--- src/rtl/uart_tx_frame_pkg.sv ---
// Shared constants and types for the parametrised UART transmitter:
// FSM encodings, parity modes, legal parameter ranges and the holding-buffer word.
package uart_tx_frame_pkg;

  localparam logic [2:0] ST_IDLE   = 3'd0;
  localparam logic [2:0] ST_START  = 3'd1;
  localparam logic [2:0] ST_DATA   = 3'd2;
  localparam logic [2:0] ST_PARITY = 3'd3;
  localparam logic [2:0] ST_STOP   = 3'd4;

  localparam int unsigned PARITY_NONE = 0;
  localparam int unsigned PARITY_ODD  = 1;
  localparam int unsigned PARITY_EVEN = 2;

  localparam int unsigned CLKS_PER_BIT_MIN = 2;
  localparam int unsigned DATA_BITS_MIN    = 5;
  localparam int unsigned DATA_BITS_MAX    = 9;
  localparam int unsigned STOP_BITS_MIN    = 1;
  localparam int unsigned STOP_BITS_MAX    = 2;

  // Wide enough to index any legal data width.
  localparam int unsigned IDX_W = 4;

  // Data is zero-extended to the widest legal word; unused upper bits stay 0.
  typedef struct packed {
    logic                     par;
    logic [DATA_BITS_MAX-1:0] data;
  } tx_word_t;

  function automatic logic calc_parity(input logic [DATA_BITS_MAX-1:0] data, input logic odd);
    return odd ? ~(^data) : ^data;
  endfunction

endpackage

--- src/rtl/uart_baud_cnt.sv ---
// Bit-period counter: ticks on the last cycle of each serial bit and wraps to 0.
// The long period covers all stop bits in one go.
module uart_baud_cnt
  import uart_tx_frame_pkg::*;
#(
  parameter int unsigned CLKS_PER_BIT = 10416,
  parameter int unsigned STOP_BITS    = 1
) (
  input  logic i_CLK,
  input  logic i_RST_N,
  input  logic i_clear,
  input  logic i_long,
  output logic o_tick
);

  localparam int unsigned CntMax = CLKS_PER_BIT * STOP_BITS;
  localparam int unsigned CntW   = (CntMax > 1) ? $clog2(CntMax) : 1;

  localparam logic [CntW-1:0] LastShort = CntW'(CLKS_PER_BIT - 1);
  localparam logic [CntW-1:0] LastLong  = CntW'(CntMax - 1);

  logic [CntW-1:0] cnt_q, cnt_d;
  logic            at_last;

  assign at_last = (cnt_q == (i_long ? LastLong : LastShort));
  assign o_tick  = !i_clear && at_last;

  always_comb begin
    cnt_d = cnt_q + 1'b1;
    if (i_clear || at_last) begin
      cnt_d = '0;
    end
  end

  always_ff @(posedge i_CLK or negedge i_RST_N) begin
    if (!i_RST_N) begin
      cnt_q <= '0;
    end else begin
      cnt_q <= cnt_d;
    end
  end

endmodule

--- src/rtl/uart_tx_frame.sv ---
// Parametrised UART transmitter with a one-entry holding buffer (valid/ready).
// Frame: start, DATA_BITS data LSB first, optional parity, STOP_BITS stop bits.
module uart_tx_frame
  import uart_tx_frame_pkg::*;
#(
  parameter int unsigned CLKS_PER_BIT = 10416,
  parameter int unsigned DATA_BITS    = 8,
  parameter int unsigned PARITY       = PARITY_NONE,
  parameter int unsigned STOP_BITS    = 1
) (
  input  logic                 i_CLK,
  input  logic                 i_RST_N,
  input  logic                 i_DV,
  input  logic [DATA_BITS-1:0] i_BYTE,
  output logic                 o_READY,
  output logic                 o_SERIAL,
  output logic                 o_BUSY,
  output logic                 o_DONE
);

  if (CLKS_PER_BIT < CLKS_PER_BIT_MIN) begin : gen_bad_clks
    $error("uart_tx_frame: CLKS_PER_BIT must be >= %0d", CLKS_PER_BIT_MIN);
  end
  if (DATA_BITS < DATA_BITS_MIN || DATA_BITS > DATA_BITS_MAX) begin : gen_bad_data
    $error("uart_tx_frame: DATA_BITS must be %0d..%0d", DATA_BITS_MIN, DATA_BITS_MAX);
  end
  if (PARITY > PARITY_EVEN) begin : gen_bad_parity
    $error("uart_tx_frame: PARITY must be 0, 1 or 2");
  end
  if (STOP_BITS < STOP_BITS_MIN || STOP_BITS > STOP_BITS_MAX) begin : gen_bad_stop
    $error("uart_tx_frame: STOP_BITS must be %0d..%0d", STOP_BITS_MIN, STOP_BITS_MAX);
  end

  localparam logic [IDX_W-1:0] LastIdx   = IDX_W'(DATA_BITS - 1);
  localparam logic             HasParity = (PARITY != PARITY_NONE);
  localparam logic             OddParity = (PARITY == PARITY_ODD);

  logic [2:0]       state_q, state_d;
  logic [IDX_W-1:0] idx_q, idx_d;
  tx_word_t         frame_q, frame_d;
  tx_word_t         buf_q, buf_d;
  logic             full_q, full_d;
  logic             serial_q, serial_d;
  logic             done_q, done_d;

  tx_word_t new_word;
  logic     xfer;
  logic     load;
  logic     bit_tick;
  logic     cnt_clear;
  logic     cnt_long;

  assign xfer      = i_DV && !full_q;
  assign cnt_clear = (state_q == ST_IDLE);
  assign cnt_long  = (state_q == ST_STOP);

  uart_baud_cnt #(
    .CLKS_PER_BIT(CLKS_PER_BIT),
    .STOP_BITS   (STOP_BITS)
  ) u_baud_cnt (
    .i_CLK  (i_CLK),
    .i_RST_N(i_RST_N),
    .i_clear(cnt_clear),
    .i_long (cnt_long),
    .o_tick (bit_tick)
  );

  // Parity is fixed at transfer time so the shifter never recomputes it.
  always_comb begin
    new_word                      = '0;
    new_word.data[DATA_BITS-1:0] = i_BYTE;
    new_word.par                  = HasParity ? calc_parity(new_word.data, OddParity) : 1'b0;
  end

  always_comb begin
    state_d = state_q;
    idx_d   = idx_q;
    frame_d = frame_q;
    buf_d   = buf_q;
    full_d  = full_q;
    done_d  = 1'b0;
    load    = 1'b0;

    unique case (state_q)
      ST_IDLE: begin
        load = full_q;
      end
      ST_START: begin
        if (bit_tick) begin
          state_d = ST_DATA;
        end
      end
      ST_DATA: begin
        if (bit_tick) begin
          if (idx_q == LastIdx) begin
            idx_d   = '0;
            state_d = HasParity ? ST_PARITY : ST_STOP;
          end else begin
            idx_d = idx_q + 1'b1;
          end
        end
      end
      ST_PARITY: begin
        if (bit_tick) begin
          state_d = ST_STOP;
        end
      end
      ST_STOP: begin
        if (bit_tick) begin
          done_d = 1'b1;
          if (full_q) begin
            load = 1'b1;
          end else begin
            state_d = ST_IDLE;
          end
        end
      end
      default: begin
        state_d = ST_IDLE;
      end
    endcase

    // Load first so a same-cycle transfer leaves the buffer full with the new word.
    if (load) begin
      frame_d = buf_q;
      full_d  = 1'b0;
      state_d = ST_START;
    end
    if (xfer) begin
      buf_d  = new_word;
      full_d = 1'b1;
    end

    // Line value follows the next state so o_SERIAL is a clean register.
    case (state_d)
      ST_START:  serial_d = 1'b0;
      ST_DATA:   serial_d = frame_d.data[idx_d];
      ST_PARITY: serial_d = frame_d.par;
      default:   serial_d = 1'b1;
    endcase
  end

  always_ff @(posedge i_CLK or negedge i_RST_N) begin
    if (!i_RST_N) begin
      state_q  <= ST_IDLE;
      idx_q    <= '0;
      frame_q  <= '0;
      buf_q    <= '0;
      full_q   <= 1'b0;
      serial_q <= 1'b1;
      done_q   <= 1'b0;
    end else begin
      state_q  <= state_d;
      idx_q    <= idx_d;
      frame_q  <= frame_d;
      buf_q    <= buf_d;
      full_q   <= full_d;
      serial_q <= serial_d;
      done_q   <= done_d;
    end
  end

  assign o_READY  = !full_q;
  assign o_SERIAL = serial_q;
  assign o_BUSY   = (state_q != ST_IDLE);
  assign o_DONE   = done_q;

endmodule

--- config.mk ---
export PLATFORM = sky130hd
export DESIGN_NAME = uart_tx_frame
export DESIGN_NICKNAME = d
export VERILOG_FILES = /design/src/rtl/uart_tx_frame_pkg.sv /design/src/rtl/uart_baud_cnt.sv /design/src/rtl/uart_tx_frame.sv
export SDC_FILE = /design/constraint.sdc
export NUM_CORES = 1
export LEC_CHECK = 0
export ABC_AREA = 1
export CAP_MARGIN = 20
export CORE_MARGIN = 1
export CORE_UTILIZATION = 50
export DETAILED_ROUTE_END_ITERATION = 16
export PLACE_DENSITY = 0.69
export SLEW_MARGIN = 20
export SYNTH_ARGS = -nofsm -noshare
export SYNTH_HDL_FRONTEND = slang
export SYNTH_HIERARCHICAL = 1
export SYNTH_SLANG_ARGS = --single-unit
--- constraint.sdc ---
create_clock -name i_CLK -period 2.8 [get_ports i_CLK]
set_clock_uncertainty 0.1 [all_clocks]
set_input_delay 0.28 -clock i_CLK [delete_from_list [all_inputs] [get_ports i_CLK]]
set_output_delay 0.28 -clock i_CLK [all_outputs]
set_load 0.01 [all_outputs]
Yosys cells after proc, flatten, opt, wreduce, memory -nomap -nowiden --
Index checks and enable logic that the tools add are counted.
Cells by class: add/subtract/negate cells 2, $mul 0, div/mod/pow operators 0, order comparisons 1, equal/unequal tests 9, shift-type cells 0, muxes and demuxes 23, bitwise logic cells 0, reductions and logical operators 8
Operators by type and width (count):
- $mux 3 | 7
- $pmux 3 s5 | 1
- $add 14x1->14 const B | 1
- $eq 14x14->1 const B | 1
- $mux 14 | 1
- $eq 3x2->1 const B | 4
- $mux 4 | 3
- $mux 10 | 1
- $mux 1 | 7
- $eq 3x1->1 const B | 2
- $lt 4x5->1 const B | 1
- $add 4x1->4 const B | 1
- $bmux 1 s4 | 1
- $eq 4x3->1 const B | 1
- $eq 3x3->1 const B | 1
- $logic_not 3->1 | 1
- $pmux 1 s3 | 1
- $reduce_bool 3->1 | 1
- $logic_and 1x1->1 | 2
- $logic_not 1->1 | 2
- $pmux 1 s2 | 1
- $reduce_bool 2->1 | 1
- $logic_or 1x1->1 | 1
Word-level totals: register bits 42, bits in latches 0, RAM bits 0, bits in read-only memories 0, input port bits 11, output and inout port bits 4, word-level logic and storage cells 52, memories 0

Depth between registers and ports, before layout --
depth in word-level cells 9, depth in mapped cells 18, gate-level depth less buffers 18

Modules after synthesis --
The synthesis kept the hierarchy.
By module, submodules not included:
- uart_tx_frame | times used 1, cells each 179, area each 1465.2 um2, sequential area each 701.9 um2
- uart_baud_cnt | times used 1, cells each 110, area each 822.0 um2, sequential area each 350.3 um2

Least setup slack after synthesis --
OpenSTA, ideal clock, no wires.
path kind flip-flop to flip-flop, start point register u_baud_cnt.cnt_q[0], end point register serial_q, in the netlist o_SERIAL, arrival 2.290 ns, slack 0.348 ns, stages on the path, launching flop included 19, period minus slack after synthesis 2.452 ns, cells stage by stage dfrtp_1 > ha_1 > nand2_2 > nor2_4 > nand3_1 > nor3_1 > inv_2 > nand2_4 > nand3_4 > buf_12 > nand2_4 > nand2_2 > nand2_1 > nand3_1 > nand3_1 > nand3_1 > nand2_1 > nand2_1 > nand2_1
Between the ends: word-level cells in the longest chain between the ends 8, elaborated cells between the ends (all ways) 19, classes of those cells eq/ne (4); mux (14); reduce/logical (1)
RTL lines:
- start, declared | RTL line uart_baud_cnt.sv:22 | logic [CntW-1:0] cnt_q, cnt_d;
- start signal, assigned | RTL line uart_baud_cnt.sv:39 | cnt_q <= cnt_d;
- $eq 14x14->1 (*) | RTL line uart_baud_cnt.sv:25 | assign at_last = (cnt_q == (i_long ? LastLong : LastShort));
- $logic_and 1x1->1 (*) | RTL line uart_baud_cnt.sv:26 | assign o_tick = !i_clear && at_last;
- named net bit_tick | RTL line uart_tx_frame.sv:49 | logic bit_tick;
- $mux 1 | RTL line uart_tx_frame.sv:109 | if (bit_tick) begin
- $pmux 1 s2 | RTL line uart_tx_frame.sv:84 | unique case (state_q)
- $mux 10 | RTL line uart_tx_frame.sv:124 | if (load) begin
- $bmux 1 s4 | RTL line uart_tx_frame.sv:137 | ST_DATA: serial_d = frame_d.data[idx_d];
- $mux 1 (not written as such) | RTL line uart_tx_frame.sv:137
- $pmux 1 s3 (*) | RTL line uart_tx_frame.sv:135 | case (state_d)
- named net serial_d | RTL line uart_tx_frame.sv:43 | logic serial_q, serial_d;
- end signal, assigned | RTL line uart_tx_frame.sv:158 | serial_q <= serial_d;
- end, declared | RTL line uart_tx_frame.sv:43
Mark *: on every way through the listed nets, which the timed path passes. The rest lies on a longest branch. The select of a mux whose other input is x is not followed. A chain may end at the register's enable or synchronous reset.

Worst setup path after layout --
start point register u_baud_cnt.cnt_q[0], end point register serial_q, in the netlist o_SERIAL
Between the ends: elaborated cells between the ends (all ways) 19, classes of those cells eq/ne (4); mux (14); reduce/logical (1)
RTL lines:
- $eq 14x14->1 | RTL line uart_baud_cnt.sv:25
- $logic_and 1x1->1 | RTL line uart_baud_cnt.sv:26
- named net bit_tick | RTL line uart_tx_frame.sv:49
- $mux 4 | RTL line uart_tx_frame.sv:94 | if (bit_tick) begin
- $mux 4 | RTL line uart_tx_frame.sv:84
- named net idx_d[1] | RTL line uart_tx_frame.sv:39 | logic [IDX_W-1:0] idx_q, idx_d;
- $bmux 1 s4 | RTL line uart_tx_frame.sv:137
- $mux 1 (not written as such) | RTL line uart_tx_frame.sv:137
- $pmux 1 s3 | RTL line uart_tx_frame.sv:135
- named net serial_d | RTL line uart_tx_frame.sv:43
The timed path passes the listed nets, and every way through them passes these cells. The select of a mux whose other input is x is not followed.

==> impl_results.html <==
<table>
<tr><th>Metric</th><th>Value</th></tr>
<tr><th colspan="2">Timing</th></tr>
<tr><td>Minimum clock period after layout</td><td>2.52 ns</td></tr>
<tr><td>Fin worst setup slack</td><td>0.280 ns</td></tr>
<tr><td>Slew at the pin closest to its max-slew limit</td><td>0.907 ns</td></tr>
<tr><td>Unrepaired setup endpoints after global routing</td><td>false</td></tr>
<tr><td>Number of slew-limit violations in the final report</td><td>0</td></tr>
<tr><td>Max-slew headroom</td><td>39.6%</td></tr>
<tr><td>Hold violation count in the final report</td><td>0</td></tr>
<tr><td>Final period util</td><td>approximately 90%</td></tr>
<tr><td>Setup TNS</td><td>0 ns</td></tr>
<tr><td>Final setup fails</td><td>0</td></tr>
<tr><td>Max Clk Rate</td><td>397 MHz</td></tr>
<tr><td>Hold Slack</td><td>0.0138 ns</td></tr>
<tr><th colspan="2">Finish</th></tr>
<tr><td>Number of fillers in the final layout</td><td>410</td></tr>
<tr><td>N_diodes</td><td>0</td></tr>
<tr><td>Sequential cell area</td><td>1050 um2</td></tr>
<tr><td>Filler-free cell count of the finished design</td><td>366</td></tr>
<tr><td>Multi-input gate area in the final layout</td><td>1010 um2</td></tr>
<tr><td>P&amp;R area growth vs syn</td><td>14.9%</td></tr>
<tr><td>Share of post-route cells with drive strength above 1</td><td>approximately 15%</td></tr>
<tr><td>Final net count</td><td>328</td></tr>
<tr><th colspan="2">Global routing</th></tr>
<tr><td>M2 GR Usage</td><td>29.9%</td></tr>
<tr><td>Met1 capacity usage during global routing</td><td>28.3%</td></tr>
<tr><td>Pin count of the biggest net entering global routing</td><td>43</td></tr>
<tr><td>Met3 Usage GRT</td><td>4.36%</td></tr>
<tr><td>Overflow left after global routing</td><td>0</td></tr>
<tr><td>Total global-route track usage</td><td>between 10% and 20%</td></tr>
<tr><td>Antenna violations before repair</td><td>0</td></tr>
<tr><td>Wire length of the first global-routing pass</td><td>7700 um</td></tr>
<tr><td>Global routing's busiest layer</td><td>met2</td></tr>
<tr><td>Number of global-route vias before repair</td><td>between 1500 and 2000</td></tr>
<tr><th colspan="2">Worst setup path</th></tr>
<tr><td>Register-to-register path setup slack</td><td>0.28 ns</td></tr>
<tr><td>Worst reg2reg path endpoint</td><td>o_SERIAL</td></tr>
<tr><td>Data arrival at the endpoint of the critical path</td><td>2.65 ns</td></tr>
<tr><td>Startpoint types</td><td>flop</td></tr>
<tr><td>Highest net fanout along the worst path</td><td>7</td></tr>
<tr><td>Required @ worst endpoint</td><td>2.93 ns</td></tr>
<tr><td>Critical Setup Path Class</td><td>flop to flop</td></tr>
<tr><td>Startpoint of the worst register-to-register path</td><td>u_baud_cnt/cnt_q[0]</td></tr>
<tr><td>Worst setup EP type</td><td>flop</td></tr>
<tr><td>Depth of the worst register-to-register path</td><td>15</td></tr>
<tr><td>Launching instance or port of the critical path</td><td>u_baud_cnt/cnt_q[0]</td></tr>
<tr><th colspan="2">Synth</th></tr>
<tr><td>Synthesized netlist cell count</td><td>between 200 and 300</td></tr>
<tr><td>Top-count cell post-synth</td><td>sky130_fd_sc_hd__nand2_1</td></tr>
<tr><td>Async set-reset flop share out of synthesis</td><td>100%</td></tr>
<tr><td>Sequential-to-total area share from yosys stat</td><td>46.0%</td></tr>
<tr><td>Net count after synthesis</td><td>303</td></tr>
<tr><td>Count of yosys warnings during synthesis</td><td>6</td></tr>
<tr><td>EDFF count, synth</td><td>0</td></tr>
<tr><td>Top flip-flop cell by instance count after synthesis</td><td>sky130_fd_sc_hd__dfrtp_1</td></tr>
<tr><td>Number of distinct library cell variants in the gate-level netlist after synthesis</td><td>32</td></tr>
<tr><td>Area of the mapped netlist</td><td>2290 um2</td></tr>
<tr><td>Area contributors post-synth</td><td>sky130_fd_sc_hd__dfrtp_1 (45%), sky130_fd_sc_hd__nand2_1 (9.0%), sky130_fd_sc_hd__nor2_1 (8.7%)</td></tr>
<tr><td>Mean instance size in the synthesized netlist</td><td>7.91 um2</td></tr>
<tr><td>Yosys top cell by area</td><td>sky130_fd_sc_hd__dfrtp_1</td></tr>
<tr><td>Share of the synthesized area in the top cell type</td><td>between 40% and 50%</td></tr>
<tr><td>Most instantiated cells after synthesis</td><td>sky130_fd_sc_hd__nand2_1 (55), sky130_fd_sc_hd__nor2_1 (53), sky130_fd_sc_hd__inv_1 (48)</td></tr>
<tr><td>Synth Register Bits</td><td>42</td></tr>
<tr><th colspan="2">Placed design</th></tr>
<tr><td># port buffers</td><td>14</td></tr>
<tr><td>HPWL Detailed</td><td>2960 um</td></tr>
<tr><td>Setup slack at placement</td><td>0.165 ns</td></tr>
<tr><td>Count of placed standard cells including taps</td><td>352</td></tr>
<tr><td>Gpl congestion</td><td>0.851</td></tr>
<tr><th colspan="2">Routing</th></tr>
<tr><td>Initial DRC Count</td><td>71</td></tr>
<tr><td>Routed WL</td><td>4290 um</td></tr>
<tr><td>Drt pass-1 iters</td><td>4</td></tr>
<tr><td>Number of nets with antenna violations after routing</td><td>0</td></tr>
<tr><td>Residual DRC count</td><td>0</td></tr>
<tr><td>Wirelength per Cell</td><td>11.7 um</td></tr>
<tr><td>Vias</td><td>1820</td></tr>
<tr><td>Vias/cell</td><td>between 4 and 5</td></tr>
<tr><th colspan="2">Die</th></tr>
<tr><td>Io pins</td><td>15</td></tr>
<tr><td>Vertical die dimension</td><td>about 70 um</td></tr>
<tr><td>Total core area</td><td>4380 um2</td></tr>
<tr><td>Std cell rows</td><td>24</td></tr>
<tr><td>Overall die width</td><td>69.6 um</td></tr>
<tr><td>Die Outline Area</td><td>between 4000 and 5000 um2</td></tr>
<tr><td>Starting density of the core</td><td>52.2%</td></tr>
<tr><th colspan="2">Clock tree</th></tr>
<tr><td>H-tree Lvls</td><td>2</td></tr>
<tr><td>Maximum buffer depth of the clock tree</td><td>2</td></tr>
<tr><td>CTS Root Cell</td><td>sky130_fd_sc_hd__clkbuf_8</td></tr>
<tr><td>Clock Latency Late Sink</td><td>0.29 ns</td></tr>
<tr><td>CTS tree</td><td>yes</td></tr>
<tr><td>Number of CTS-inserted buffers</td><td>5</td></tr>
<tr><td>Clock slew seen by the registers of the worst setup and hold paths</td><td>approximately 0.08 ns</td></tr>
<tr><td>Number of clock sinks</td><td>42</td></tr>
<tr><th colspan="2">Run</th></tr>
<tr><td>Max-cap violations</td><td>0</td></tr>
<tr><th colspan="2">Status</th></tr>
<tr><td>Status</td><td>complete, no violations</td></tr>
<tr><th colspan="2">Power</th></tr>
<tr><td>Power density relative to cell area</td><td>706 nW/um2</td></tr>
<tr><td>Worst ir drop on vdd</td><td>0.448 mV</td></tr>
<tr><td>Leak pwr</td><td>~1.3 nW</td></tr>
<tr><th colspan="2">Worst hold path</th></tr>
<tr><td>HP Class</td><td>input port to asynchronous set/reset pin</td></tr>
</table>
==> logic make-up (layout without fill, tap and decap cells) <==
logic type	after synthesis	after routing	share of synthesized area, %
AOI/OAI and AO/OA	17	17	5.09
and+or+nand+nor	162	163	33.8
DFF	42	42	46.0
xor gates and xnor gates	8	8	3.06
adders and majority gates	3	3	1.64
buffers and inverters	57	81	10.4
==> per-stage QoR <==
step / cell area [um2] / util [%] / power, mW
after floorplan: 2290 / - / 1.24
after global placement: 2450 / 56.0 / 1.34
after detailed placement: 2450 / 56.0 / 1.35
after CTS: 2570 / 58.6 / 1.85
after global routing: 2630 / 60.0 / 2.00
final: 2630 / 60.0 / 1.86
==> sequential cells by signal, summed over array words and instances (netlist names) <==
| name | flops |
|---|---|
| idx_q | 4 |
| full_q | 1 |
| state_q | 3 |
| buf_q | 8 |
| o_DONE | 1 |
| o_SERIAL | 1 |
| frame_q | 10 |
| u_baud_cnt/cnt_q | 14 |
==> timing repair <==
item,CTS,global route
setup endpoints to repair,0,1
resized for setup,0,2
endpoints found under the hold margin,0,0
buffers inserted,0,6
hold buffers,0,0
==> cells in the final DEF (no fill, tap or decap), drive strengths merged <==
master and n:
o221ai 1, xor2 6, a21boi 1, clkbuf 6, bufinv 1, xnor2 2
clkdlybuf4s50 13, a31oi 1, buf 8, nand2 66, dfstp 1, nand4 10
nor3 6, nor2 58, nand3 23, dfrtp 41, ha 3, o21ai 4
inv 53, a21oi 8, o21a 1, o21bai 1
==> power by group <==
part	total [mW]	switching, mW	leakage (nW)	internal, mW
clock network	0.484	0.198	0.0573	0.285
registers	0.858	0.0953	0.517	0.763
logic	0.513	0.306	0.722	0.207
total	1.86	0.600	1.30	1.26
==> worst max path at each step <==
stage,to,slack [ns]
2_1_floorplan,o_SERIAL,0.35
4_1_cts,o_SERIAL,0.09
3_5_place_dp,o_SERIAL,0.16
6_report,o_SERIAL,0.28
3_3_place_gp,o_SERIAL,0.27
5_1_grt,o_SERIAL,0.04
==> final cells by class <==
| type | instances | area share, % |
|---|---|---|
| Clock buffer | 6 | 3.14 |
| Clock inverter | 1 | 1.14 |
| Inverter | 53 | 7.57 |
| Multi-Input combinational cell | 191 | 38.5 |
| Sequential cell | 42 | 40.1 |
| Tap cell | 52 | 2.48 |
| Timing Repair Buffer | 21 | 7.14 |
==> routing by layer <==
metal | vias up | share of wire [%]
met1 | 847 | 52
met4 | 0 | 1.4
met2 | 25 | 43
met3 | 7 | 3.4
li1 | 941 | -
met5 | - | 0
==> critical path: stages (launching register included) <==
cell and delay (ns):
sky130_fd_sc_hd__dfrtp_2 0.41, sky130_fd_sc_hd__ha_1 0.21, sky130_fd_sc_hd__nand2_2 0.08, sky130_fd_sc_hd__nor2_4 0.17, sky130_fd_sc_hd__nand3_1 0.11, sky130_fd_sc_hd__nor3_2 0.22
sky130_fd_sc_hd__buf_4 0.16, sky130_fd_sc_hd__nand4_2 0.20, sky130_fd_sc_hd__o21ai_2 0.28, sky130_fd_sc_hd__inv_2 0.08, sky130_fd_sc_hd__nand3_1 0.09, sky130_fd_sc_hd__nand3_1 0.07
sky130_fd_sc_hd__nand3_1 0.11, sky130_fd_sc_hd__nand2_1 0.07, sky130_fd_sc_hd__nand2_1 0.06, sky130_fd_sc_hd__nand2_1 0.05
(Power assumes the default switching activity.)
